**src/rtl/sync_debounce_multi.sv**
```systemverilog
// ---------------------------------------------------------------------------
// sync_debounce_multi
//   Multi-channel input conditioner: every channel synchronizes a raw
//   asynchronous input, debounces it with a tick-driven agreement counter,
//   reports level changes as one-cycle pulses, and flags a long-press
//   ("hold") once the debounced level has stayed high for HOLD_COUNT ticks.
//
// Parameters
//   CHANNELS     number of independent channels (1..32)
//   SYNC_STAGES  synchronizer depth per channel (>= 2)
//   MAX_COUNT    consecutive disagreeing ticks needed to accept a new level
//   HOLD_COUNT   ticks out must stay high before hold asserts
//   RESET_LEVEL  debounced level loaded into every channel at reset
//
// Ports
//   clock       rising-edge clock for all state
//   reset_n     asynchronous active-low reset
//   tick        sample enable for the debounce and hold counters
//   in          raw asynchronous inputs, one bit per channel
//   out         debounced, synchronized level
//   edj         one-cycle pulse on any change of out
//   rise / fall one-cycle pulse on 0->1 / 1->0 change of out
//   hold        high while out has been high for at least HOLD_COUNT ticks
//   hold_pulse  one-cycle pulse in the first cycle hold is high
//   any_edj     OR of edj, same timing as edj
//   Every output comes straight from a flip-flop.
// ---------------------------------------------------------------------------
module sync_debounce_multi #(
  parameter int CHANNELS    = 4,
  parameter int SYNC_STAGES = 2,
  parameter int MAX_COUNT   = 4,
  parameter int HOLD_COUNT  = 16,
  parameter bit RESET_LEVEL = 1'b0
) (
  input  logic                clock,
  input  logic                reset_n,
  input  logic                tick,
  input  logic [CHANNELS-1:0] in,
  output logic [CHANNELS-1:0] out,
  output logic [CHANNELS-1:0] edj,
  output logic [CHANNELS-1:0] rise,
  output logic [CHANNELS-1:0] fall,
  output logic [CHANNELS-1:0] hold,
  output logic [CHANNELS-1:0] hold_pulse,
  output logic                any_edj
);

  localparam int CNT_W  = $clog2(MAX_COUNT + 1);
  localparam int HOLD_W = $clog2(HOLD_COUNT + 1);
  // Counter value on which the next disagreeing tick commits the new level.
  localparam logic [CNT_W-1:0]  CNT_LAST  = CNT_W'(MAX_COUNT - 1);
  localparam logic [HOLD_W-1:0] HOLD_FULL = HOLD_W'(HOLD_COUNT);

  logic [CHANNELS-1:0] edj_nx_s;
  logic                any_edj_r;

  for (genvar g = 0; g < CHANNELS; g++) begin : g_ch
    logic [SYNC_STAGES-1:0] sync_r;
    logic                   s_s;
    logic [CNT_W-1:0]       cnt_r;
    logic [CNT_W-1:0]       cnt_nx_s;
    logic                   out_r;
    logic                   out_nx_s;
    logic [HOLD_W-1:0]      hcnt_r;
    logic [HOLD_W-1:0]      hcnt_nx_s;
    logic                   edj_r;
    logic                   rise_r;
    logic                   fall_r;
    logic                   hold_r;
    logic                   hold_pulse_r;

    assign s_s = sync_r[SYNC_STAGES-1];

    // Debounce decision: count ticks of disagreement, commit on the last one.
    always_comb begin
      cnt_nx_s = cnt_r;
      out_nx_s = out_r;
      if (s_s == out_r) begin
        // Any agreement restarts the count, even without a tick.
        cnt_nx_s = {CNT_W{1'b0}};
      end else if (tick) begin
        if (cnt_r == CNT_LAST) begin
          out_nx_s = s_s;
          cnt_nx_s = {CNT_W{1'b0}};
        end else begin
          cnt_nx_s = cnt_r + {{(CNT_W-1){1'b0}}, 1'b1};
        end
      end else begin
        cnt_nx_s = cnt_r;
      end
    end

    // Hold counter: cleared on the same edge out goes (or stays) low so hold
    // never outlives out; counts only ticks that occur while out is already high.
    always_comb begin
      hcnt_nx_s = hcnt_r;
      if (!out_nx_s) begin
        hcnt_nx_s = {HOLD_W{1'b0}};
      end else if (out_r && tick && (hcnt_r != HOLD_FULL)) begin
        hcnt_nx_s = hcnt_r + {{(HOLD_W-1){1'b0}}, 1'b1};
      end else begin
        hcnt_nx_s = hcnt_r;
      end
    end

    assign edj_nx_s[g] = out_nx_s ^ out_r;

    // Per-channel state and registered event outputs.
    always_ff @(posedge clock or negedge reset_n) begin
      if (!reset_n) begin
        sync_r       <= {SYNC_STAGES{RESET_LEVEL}};
        cnt_r        <= {CNT_W{1'b0}};
        out_r        <= RESET_LEVEL;
        hcnt_r       <= {HOLD_W{1'b0}};
        edj_r        <= 1'b0;
        rise_r       <= 1'b0;
        fall_r       <= 1'b0;
        hold_r       <= 1'b0;
        hold_pulse_r <= 1'b0;
      end else begin
        sync_r       <= {sync_r[SYNC_STAGES-2:0], in[g]};
        cnt_r        <= cnt_nx_s;
        out_r        <= out_nx_s;
        hcnt_r       <= hcnt_nx_s;
        edj_r        <= out_nx_s ^ out_r;
        rise_r       <= out_nx_s & ~out_r;
        fall_r       <= ~out_nx_s & out_r;
        hold_r       <= (hcnt_nx_s == HOLD_FULL);
        hold_pulse_r <= (hcnt_nx_s == HOLD_FULL) && (hcnt_r != HOLD_FULL);
      end
    end

    assign out[g]        = out_r;
    assign edj[g]        = edj_r;
    assign rise[g]       = rise_r;
    assign fall[g]       = fall_r;
    assign hold[g]       = hold_r;
    assign hold_pulse[g] = hold_pulse_r;
  end : g_ch

  // Summary edge flag, registered alongside the per-channel edj bits.
  always_ff @(posedge clock or negedge reset_n) begin
    if (!reset_n) begin
      any_edj_r <= 1'b0;
    end else begin
      any_edj_r <= |edj_nx_s;
    end
  end

  assign any_edj = any_edj_r;

endmodule

```
**config.mk**
```make
export PLATFORM = sky130hd
export DESIGN_NAME = sync_debounce_multi
export DESIGN_NICKNAME = d
export VERILOG_FILES = /design/src/rtl/sync_debounce_multi.sv
export SDC_FILE = /design/constraint.sdc
export NUM_CORES = 1
export LEC_CHECK = 0
export CAP_MARGIN = 20
export CORE_ASPECT_RATIO = 0.7
export CORE_MARGIN = 8
export CORE_UTILIZATION = 60
export CTS_BUF_LIST = sky130_fd_sc_hd__clkbuf_2 sky130_fd_sc_hd__clkbuf_4 sky130_fd_sc_hd__clkbuf_8
export DETAILED_ROUTE_END_ITERATION = 8
export DONT_BUFFER_PORTS = 1
export PLACE_DENSITY = 0.76
export REMOVE_ABC_BUFFERS = 1
export SLEW_MARGIN = 20
export SYNTH_ARGS = -nofsm -noshare
export SYNTH_HDL_FRONTEND = slang
export SYNTH_SLANG_ARGS = --single-unit
```
**constraint.sdc**
```tcl
create_clock -name clock -period 2.1 [get_ports clock]
set_input_delay 0.42 -clock clock [delete_from_list [all_inputs] [get_ports clock]]
set_output_delay 0.42 -clock clock [all_outputs]
set_load 0.02 [all_outputs]
```
==> flow_summary.yaml, run 1 <==
outcome:
  outcome: "finished, final reports clean"
worst_hold_path:
  min_delay_worst_endpoint: "g_ch[0].sync_r[0]"
  min-delay-start: "in[0]"
  whs_path_depth: 0
  hp-class: "in2reg"
sta:
  tightest_slew_ns: 0.442
  finalHoldViolations: 0
  holdWs_ns: 0.116
  skew_ns: 0.00498
  rsz0062_at_grt: "no"
  maxSlewViolCount: 0
  min_period_over_period_pct: 80.8
  finalSetupViolations: 0
  min_period_ns: 1.70
  setup_ws_ns: 0.402
  tns_ns: 0
  relSlewSlack_pct: 70.6
  max_freq_mhz: 589
logic_synthesis:
  synth_area_leaders: "dfrtp_1, buf_4, mux2i_1, ha_1, nor2_1"
  syn_area_um2: 3080
  ys_seq_area_share_pct: 52.8
  synth_top_cell_area_share_pct: 52.8
  yosysTopAreaCell: "dfrtp_1"
  ys.warnings.count: 0
  ys.flop_type: "dfrtp_1"
  syn_avg_cell_area_um2: 10.9
  synth_edf_count: 0
  ys_ff_latch: 65
  netlist_instances: 282
  async_flop_share_pct: 100
  synth.lib_cells_used.distinct: 37
route:
  wl_per_cell_um: 14.4
  postRouteAntennaNets: 0
  vias: 1808
  wl_um: 4950
  first_pass_iters: 4
  drc_errors: 0
  routed_via_density: 5.26
  dr.first_iter.drc_count: 73
setup_path:
  rr_endpoint: "g_ch[2].hold_r"
  cp_cell_sequence: "ha_1 -> nand3b_1 -> mux2i_1 -> inv_1 -> o21ai_1 -> nor4_2"
  worst-r2r-cell-count: 6
  cp-start-kind: "register"
  cp-end-kind: "register"
  path_buf_inv: 1
  cp.required_ns: 2.30
  crit_path_max_fanout: 4
  reg2reg_slack_ns: 0.40
  worst_r2r_startpoint: "g_ch[2].cnt_r[0]"
  critPathMaxStageDelay_ns: 0.39
  cp_top_family: "flip-flops"
  arrival_ns: 1.90
  slowest_stage: "dfrtp_1"
  path_class: "reg2reg"
clocking:
  cts_sinks: 65
  clockBufferDepth: 2
  cts_root_buf: "clkbuf_8"
  tritoncts: "built"
  cts-buffers-inserted: 9
  clkLatencyLatePin_ns: 0.33
  h-tree-depth: 3
  clk_pin_slew_ns: 0.06
global_route:
  grt_pass1_wl_um: 8650
  antenna_found_initial: 0
  grt_max_degree: 66
  track_usage_pct: 14.4
  grt_pass1_vias: 1787
  grt_overflow: 0
placed_design:
  placed_area_um2: 2990
  port_buffers: 0
  finalWeightedCongestion: 0.851
  dpl.cell_count: 327
  hpwl_um: 3490
  pre_cts_slack_ns: 0.410
cells_and_area:
  register_area_um2: 1630
  syn_to_final_growth_pct: 5.68
  final.fill_count: 348
  post-route-util_pct: 67.0
  mostFrequentLayoutCells: "dfrtp_1, nor2_1, inv_1"
  layout.nets: 290
  final_common_cell: "dfrtp_1"
  multiInputGateArea_um2: 1190
  layout-drive-gt1-share_pct: 10.2
  fin_area_um2: 3260
  instances_no_fill: 344
  n_antenna_cell: 0
power:
  p_total_mw: 3.28
  peakVddDrop_mv: 0.538
  power.leakage_nw: 1.61
  cellPowerDensity_nw_per_um2: 1010
floorplanning:
  core-area_um2: 4860
  design.portCount: 32
  rows: 21
  dieArea_um2: 7720
  die_width_um: 102
  initial_core_util_pct: 63.4
  die_y_um: 76.0
run:
  maxCapViolCount: 0
-- cell type report --
cell class | count | share of cell area (%)
clock inverters | 2 | 1.84
well taps | 69 | 2.65
inverters | 19 | 2.19
clock buffers | 13 | 5.30
flip-flops and latches | 65 | 49.9
repair buffers | 4 | 1.61
multi-input cells | 172 | 36.5
-- cells by family after synthesis --
kind of cell | after synthesis | synth area share [%]
compound gates | 25 | 5.28
xor+xnor | 14 | 3.98
fa+ha+maj | 12 | 4.87
buf+inv | 45 | 8.68
flops | 65 | 52.8
mux | 17 | 5.52
simple gates | 104 | 18.9
-- Yosys cell counts, types with 2 or more instances --
master and n:
inv_1 19, buf_4 24, o21ai_1 3, nand3b_1 4
dfrtp_1 65, a21oi_1 8, ha_1 12, nor2_1 32
nand3_1 7, and3_1 2, nor2b_1 4, and4bb_2 3
mux2i_1 17, nor3b_1 8, o21a_1 4, nor4_2 2
xnor2_1 9, nand2_1 17, xor2_1 5, nor4b_2 2
o21ai_0 4, nor4_1 3, a21o_1 2, and2_1 5
nor3_1 9
-- worst max-delay path by stage --
stage	startpoint	depth (start not counted)	slack [ns]	end
floorplan	g_ch[3].hcnt_r[0]	6	0.61	g_ch[3].hold_r
global placement	g_ch[0].out_r	3	0.45	any_edj
detailed placement	g_ch[2].hcnt_r[0]	6	0.41	g_ch[2].hold_r
CTS	g_ch[2].hcnt_r[0]	6	0.40	g_ch[2].hold_r
global route	g_ch[2].cnt_r[0]	6	0.24	g_ch[2].hcnt_r[4]
finish	g_ch[2].cnt_r[0]	6	0.40	g_ch[2].hold_r
-- repair_timing --
action / 4_1_cts / 5_1_grt
setup buffers: 0 / 0
setup endpoints to repair: 0 / 0
hold endpoints to repair: 65 / 0
hold buffers: 2 / 0
resized for setup: 0 / 0
-- where the power goes --
part | total, mW | internal (mW) | leakage (nW) | switching (mW)
combinational | 0.519 | 0.239 | 0.610 | 0.280
clock | 1.20 | 0.773 | 0.119 | 0.428
sequential | 1.56 | 1.37 | 0.880 | 0.184
-- per-layer routing --
layer / global-route usage [%] / part of all wire (%)
met2: 20.1 / 43
met1: 18.5 / 48
met5: 0 / 0
met4: 5.33 / 1.2
met3: 7.30 / 7.7
-- sequential cells by signal (all words and copies together), names as in the netlist --
signal / cells
g_ch.hcnt_r: 20
g_ch.cnt_r: 12
g_ch.sync_r: 8
g_ch.edj_r: 4
g_ch.fall_r: 4
g_ch.hold_pulse_r: 4
g_ch.hold_r: 4
g_ch.out_r: 4
g_ch.rise_r: 4
any_edj: 1
-- worst reg2reg max path, stage by stage (launching register included) --
cell and delay, ns:
dfrtp_1 0.39, ha_1 0.22, nand3b_1 0.16, mux2i_1 0.35, inv_1 0.13, o21ai_1 0.23
nor4_2 0.09
(Power assumes the default switching activity.)
==> run 2, diff against run 1 <==
--- a/config.mk
+++ b/config.mk
@@ -5,14 +5,15 @@
 export SDC_FILE = /design/constraint.sdc
 export NUM_CORES = 1
 export LEC_CHECK = 0
+export ABC_AREA = 1
 export CAP_MARGIN = 20
 export CORE_ASPECT_RATIO = 0.7
 export CORE_MARGIN = 8
-export CORE_UTILIZATION = 60
+export CORE_UTILIZATION = 59
 export CTS_BUF_LIST = sky130_fd_sc_hd__clkbuf_2 sky130_fd_sc_hd__clkbuf_4 sky130_fd_sc_hd__clkbuf_8
 export DETAILED_ROUTE_END_ITERATION = 8
 export DONT_BUFFER_PORTS = 1
-export PLACE_DENSITY = 0.76
+export PLACE_DENSITY = 0.78
 export REMOVE_ABC_BUFFERS = 1
 export SLEW_MARGIN = 20
 export SYNTH_ARGS = -nofsm -noshare
==> constraint.sdc (replaced) <==
create_clock -name clock -period 1.4 [get_ports clock]
set_input_delay 0.28 -clock clock [delete_from_list [all_inputs] [get_ports clock]]
set_output_delay 0.28 -clock clock [all_outputs]
set_load 0.02 [all_outputs]
==> run 2 against run 1 <==
Against the previous run:
- the flow now finishes with violations (negative hold slack, negative setup slack)
- design area is 47% higher
- final cell count is 68% higher
- maximum frequency is 9.2% higher
- worst setup slack worse by 0.56 ns
- critical path type unchanged
- largest cell class is now multi-input gates
==> flow_summary.yaml, run 2 <==
global_route:
  grt_overflow: 0
  grt_pass1_wl_um: 12800
  track_usage_pct: 19.1
  grt_max_degree: 66
  antenna_found_initial: 0
  grt_pass1_vias: 2868
sta:
  rsz0062_at_grt: "yes"
  max_freq_mhz: 643
  finalSetupViolations: 16
  min_period_over_period_pct: 111
  setup_ws_ns: -0.154
  relSlewSlack_pct: 80.5
  tightest_slew_ns: 0.291
  skew_ns: 0.0106
  finalHoldViolations: 65
  min_period_ns: 1.55
  tns_ns: -0.967
  maxSlewViolCount: 0
  holdWs_ns: -0.388
route:
  drc_errors: 0
  dr.first_iter.drc_count: 210
  postRouteAntennaNets: 0
  first_pass_iters: 5
  routed_via_density: 5.28
  vias: 3046
  wl_per_cell_um: 16.9
  wl_um: 9740
power:
  power.leakage_nw: 2.61
  cellPowerDensity_nw_per_um2: 2110
  p_total_mw: 10.1
  peakVddDrop_mv: 1.20
cells_and_area:
  final.fill_count: 253
  register_area_um2: 1630
  reg_top3: "g_ch.hcnt_r x20, g_ch.cnt_r x12, g_ch.sync_r x8"
  multiInputGateArea_um2: 1740
  largest_reg_flops: 20
  final_common_cell: "buf_4"
  layout.nets: 516
  mostFrequentLayoutCells: "buf_4, inv_1, dfrtp_1"
  largest_register: "g_ch.hcnt_r"
  n_antenna_cell: 0
  layout-drive-gt1-share_pct: 47.6
  syn_to_final_growth_pct: 41.8
outcome:
  outcome: "complete, but fails checks"
  violations: "negative hold slack, negative setup slack"
logic_synthesis:
  synth_most_common_cell: "nand2_1"
  ys_seq_area_share_pct: 48.1
  async_flop_share_pct: 100
  ys.flop_type: "dfrtp_1"
  yosysTopAreaCell: "dfrtp_1"
  netlist_instances: 427
  syn_area_um2: 3380
  synth_common_cells: "nand2_1, inv_1, dfrtp_1"
  synth_top_cell_area_share_pct: 48.1
  synth_edf_count: 0
  synth.lib_cells_used.distinct: 24
  syn_avg_cell_area_um2: 7.92
  ys_ff_latch: 65
  synth_area_leaders: "dfrtp_1, nand2_1, inv_1, buf_4, nand3_1"
  ys.warnings.count: 0
setup_path:
  cp-start-kind: "register"
  slowest_stage: "dfrtp_1"
  cp.required_ns: 1.69
  cp_cell_sequence: "inv_2 -> ha_4 -> nand2_2 -> inv_2 -> nand2_4 -> nand2_8 -> nand2_2 -> a21oi_2 -> nand3_2 -> nor2_1"
  path_buf_inv: 2
  arrival_ns: 1.84
  cp-end-kind: "register"
  crit_path_max_fanout: 5
  critPathMaxStageDelay_ns: 0.43
  cp_top_family: "simple AND/OR/NAND/NOR gates"
  path_class: "reg2reg"
floorplanning:
  dieArea_um2: 8450
  core-area_um2: 5640
  die_y_um: 79.4
  initial_core_util_pct: 60.0
  rows: 23
  design.portCount: 32
  die_width_um: 107
clocking:
  tritoncts: "built"
  cts_root_buf: "clkbuf_8"
  h-tree-depth: 3
  clkLatencyLatePin_ns: 0.36
  hold_buffers: 4
  cts-buffers-inserted: 9
  clockBufferDepth: 2
  cts_sinks: 65
  clk_pin_slew_ns: 0.08
placed_design:
  port_buffers: 0
  finalWeightedCongestion: 0.862
  hpwl_um: 4630
run:
  maxCapViolCount: 0
worst_hold_path:
  hp-class: "in2async"
## run 2: cell count changes in the layout (fill, tap and decap cells not counted), moves of 9 or more
cell / change
nand2_2: +41
ha_4: +9
inv_2: +23
nand2_4: +19
nand3_1: +12
buf_6: +10
inv_1: +47
nand3_2: +12
mux2i_1: -17
buf_4: +73
ha_1: -12
nand2_1: +39
## run 2: logic make-up (layout without fill, tap and decap cells)
family | Yosys count | count (layout) | share of synthesized area [%]
adder cells (fa/ha/maj) | 12 | 12 | 4.44
flip-flops | 65 | 65 | 48.1
buffers and inverters | 124 | 199 | 16.9
AND/OR/NAND/NOR | 208 | 208 | 27.4
XOR/XNOR | 4 | 4 | 1.04
AO/OA/AOI/OAI | 14 | 14 | 2.14
## run 2: final timing paths
check                                        to  depth (start not counted)         startpoint  slack [ns]
max                        g_ch[2].hold_pulse_r                         10  g_ch[2].hcnt_r[0]       -0.15
min                           g_ch[1].hcnt_r[0]                          0            reset_n       -0.39
max reg2reg                g_ch[2].hold_pulse_r                         10  g_ch[2].hcnt_r[0]       -0.15
min reg2reg                   g_ch[0].sync_r[1]                          0  g_ch[0].sync_r[0]        0.36
max in group asynchronous  g_ch[0].hold_pulse_r                          0            reset_n        1.68
min in group clock             g_ch[0].cnt_r[1]                          2               tick        0.09
## run 2: per-stage QoR
step / worst slack (ns) / hold slack, ns / utilization (%) / instances / area [um^2]
3_3_place_gp: -0.172 / -0.0132 / 65.0 / 526 / 3660
5_1_grt: -0.223 / -0.407 / 85.1 / 577 / 4800
4_1_cts: -0.0322 / -0.398 / 76.3 / 562 / 4310
3_5_place_dp: -0.169 / -0.0138 / 65.0 / 526 / 3660
2_1_floorplan: -0.0157 / -0.0156 / - / 397 / 3160
6_report: -0.154 / -0.388 / 85.1 / 577 / 4800
## run 2: metal layers
metal / track usage [%] / vias to the layer above / part of all wire (%)
met2: 32.8 / 127 / 50
met5: 0 / - / 0
met3: 6.87 / 33 / 6.7
li1: - / 1405 / -
met4: 8.39 / 0 / 3.5
met1: 21.0 / 1481 / 40
## run 2: final cells by class
class / count / share of cell area, %
clock buffer: 10 / 2.74
clock inverter: 6 / 2.71
inverter: 94 / 7.61
multi-input combinational: 238 / 36.2
sequential: 65 / 33.9
tap: 75 / 1.96
timing repair buffer: 89 / 14.9
## run 2: what timing repair did
action	CTS	global route
endpoints found under the setup margin	15	21
setup buffers	16	19
hold endpoints to repair	69	65
pin swaps	33	56
gates resized for setup	71	103
## run 2: power breakdown
group          internal [mW]  switching (mW)  total (mW)
sequential              2.25           0.437        2.69
combinational           2.47            2.83        5.30
clock                   1.38           0.752        2.13
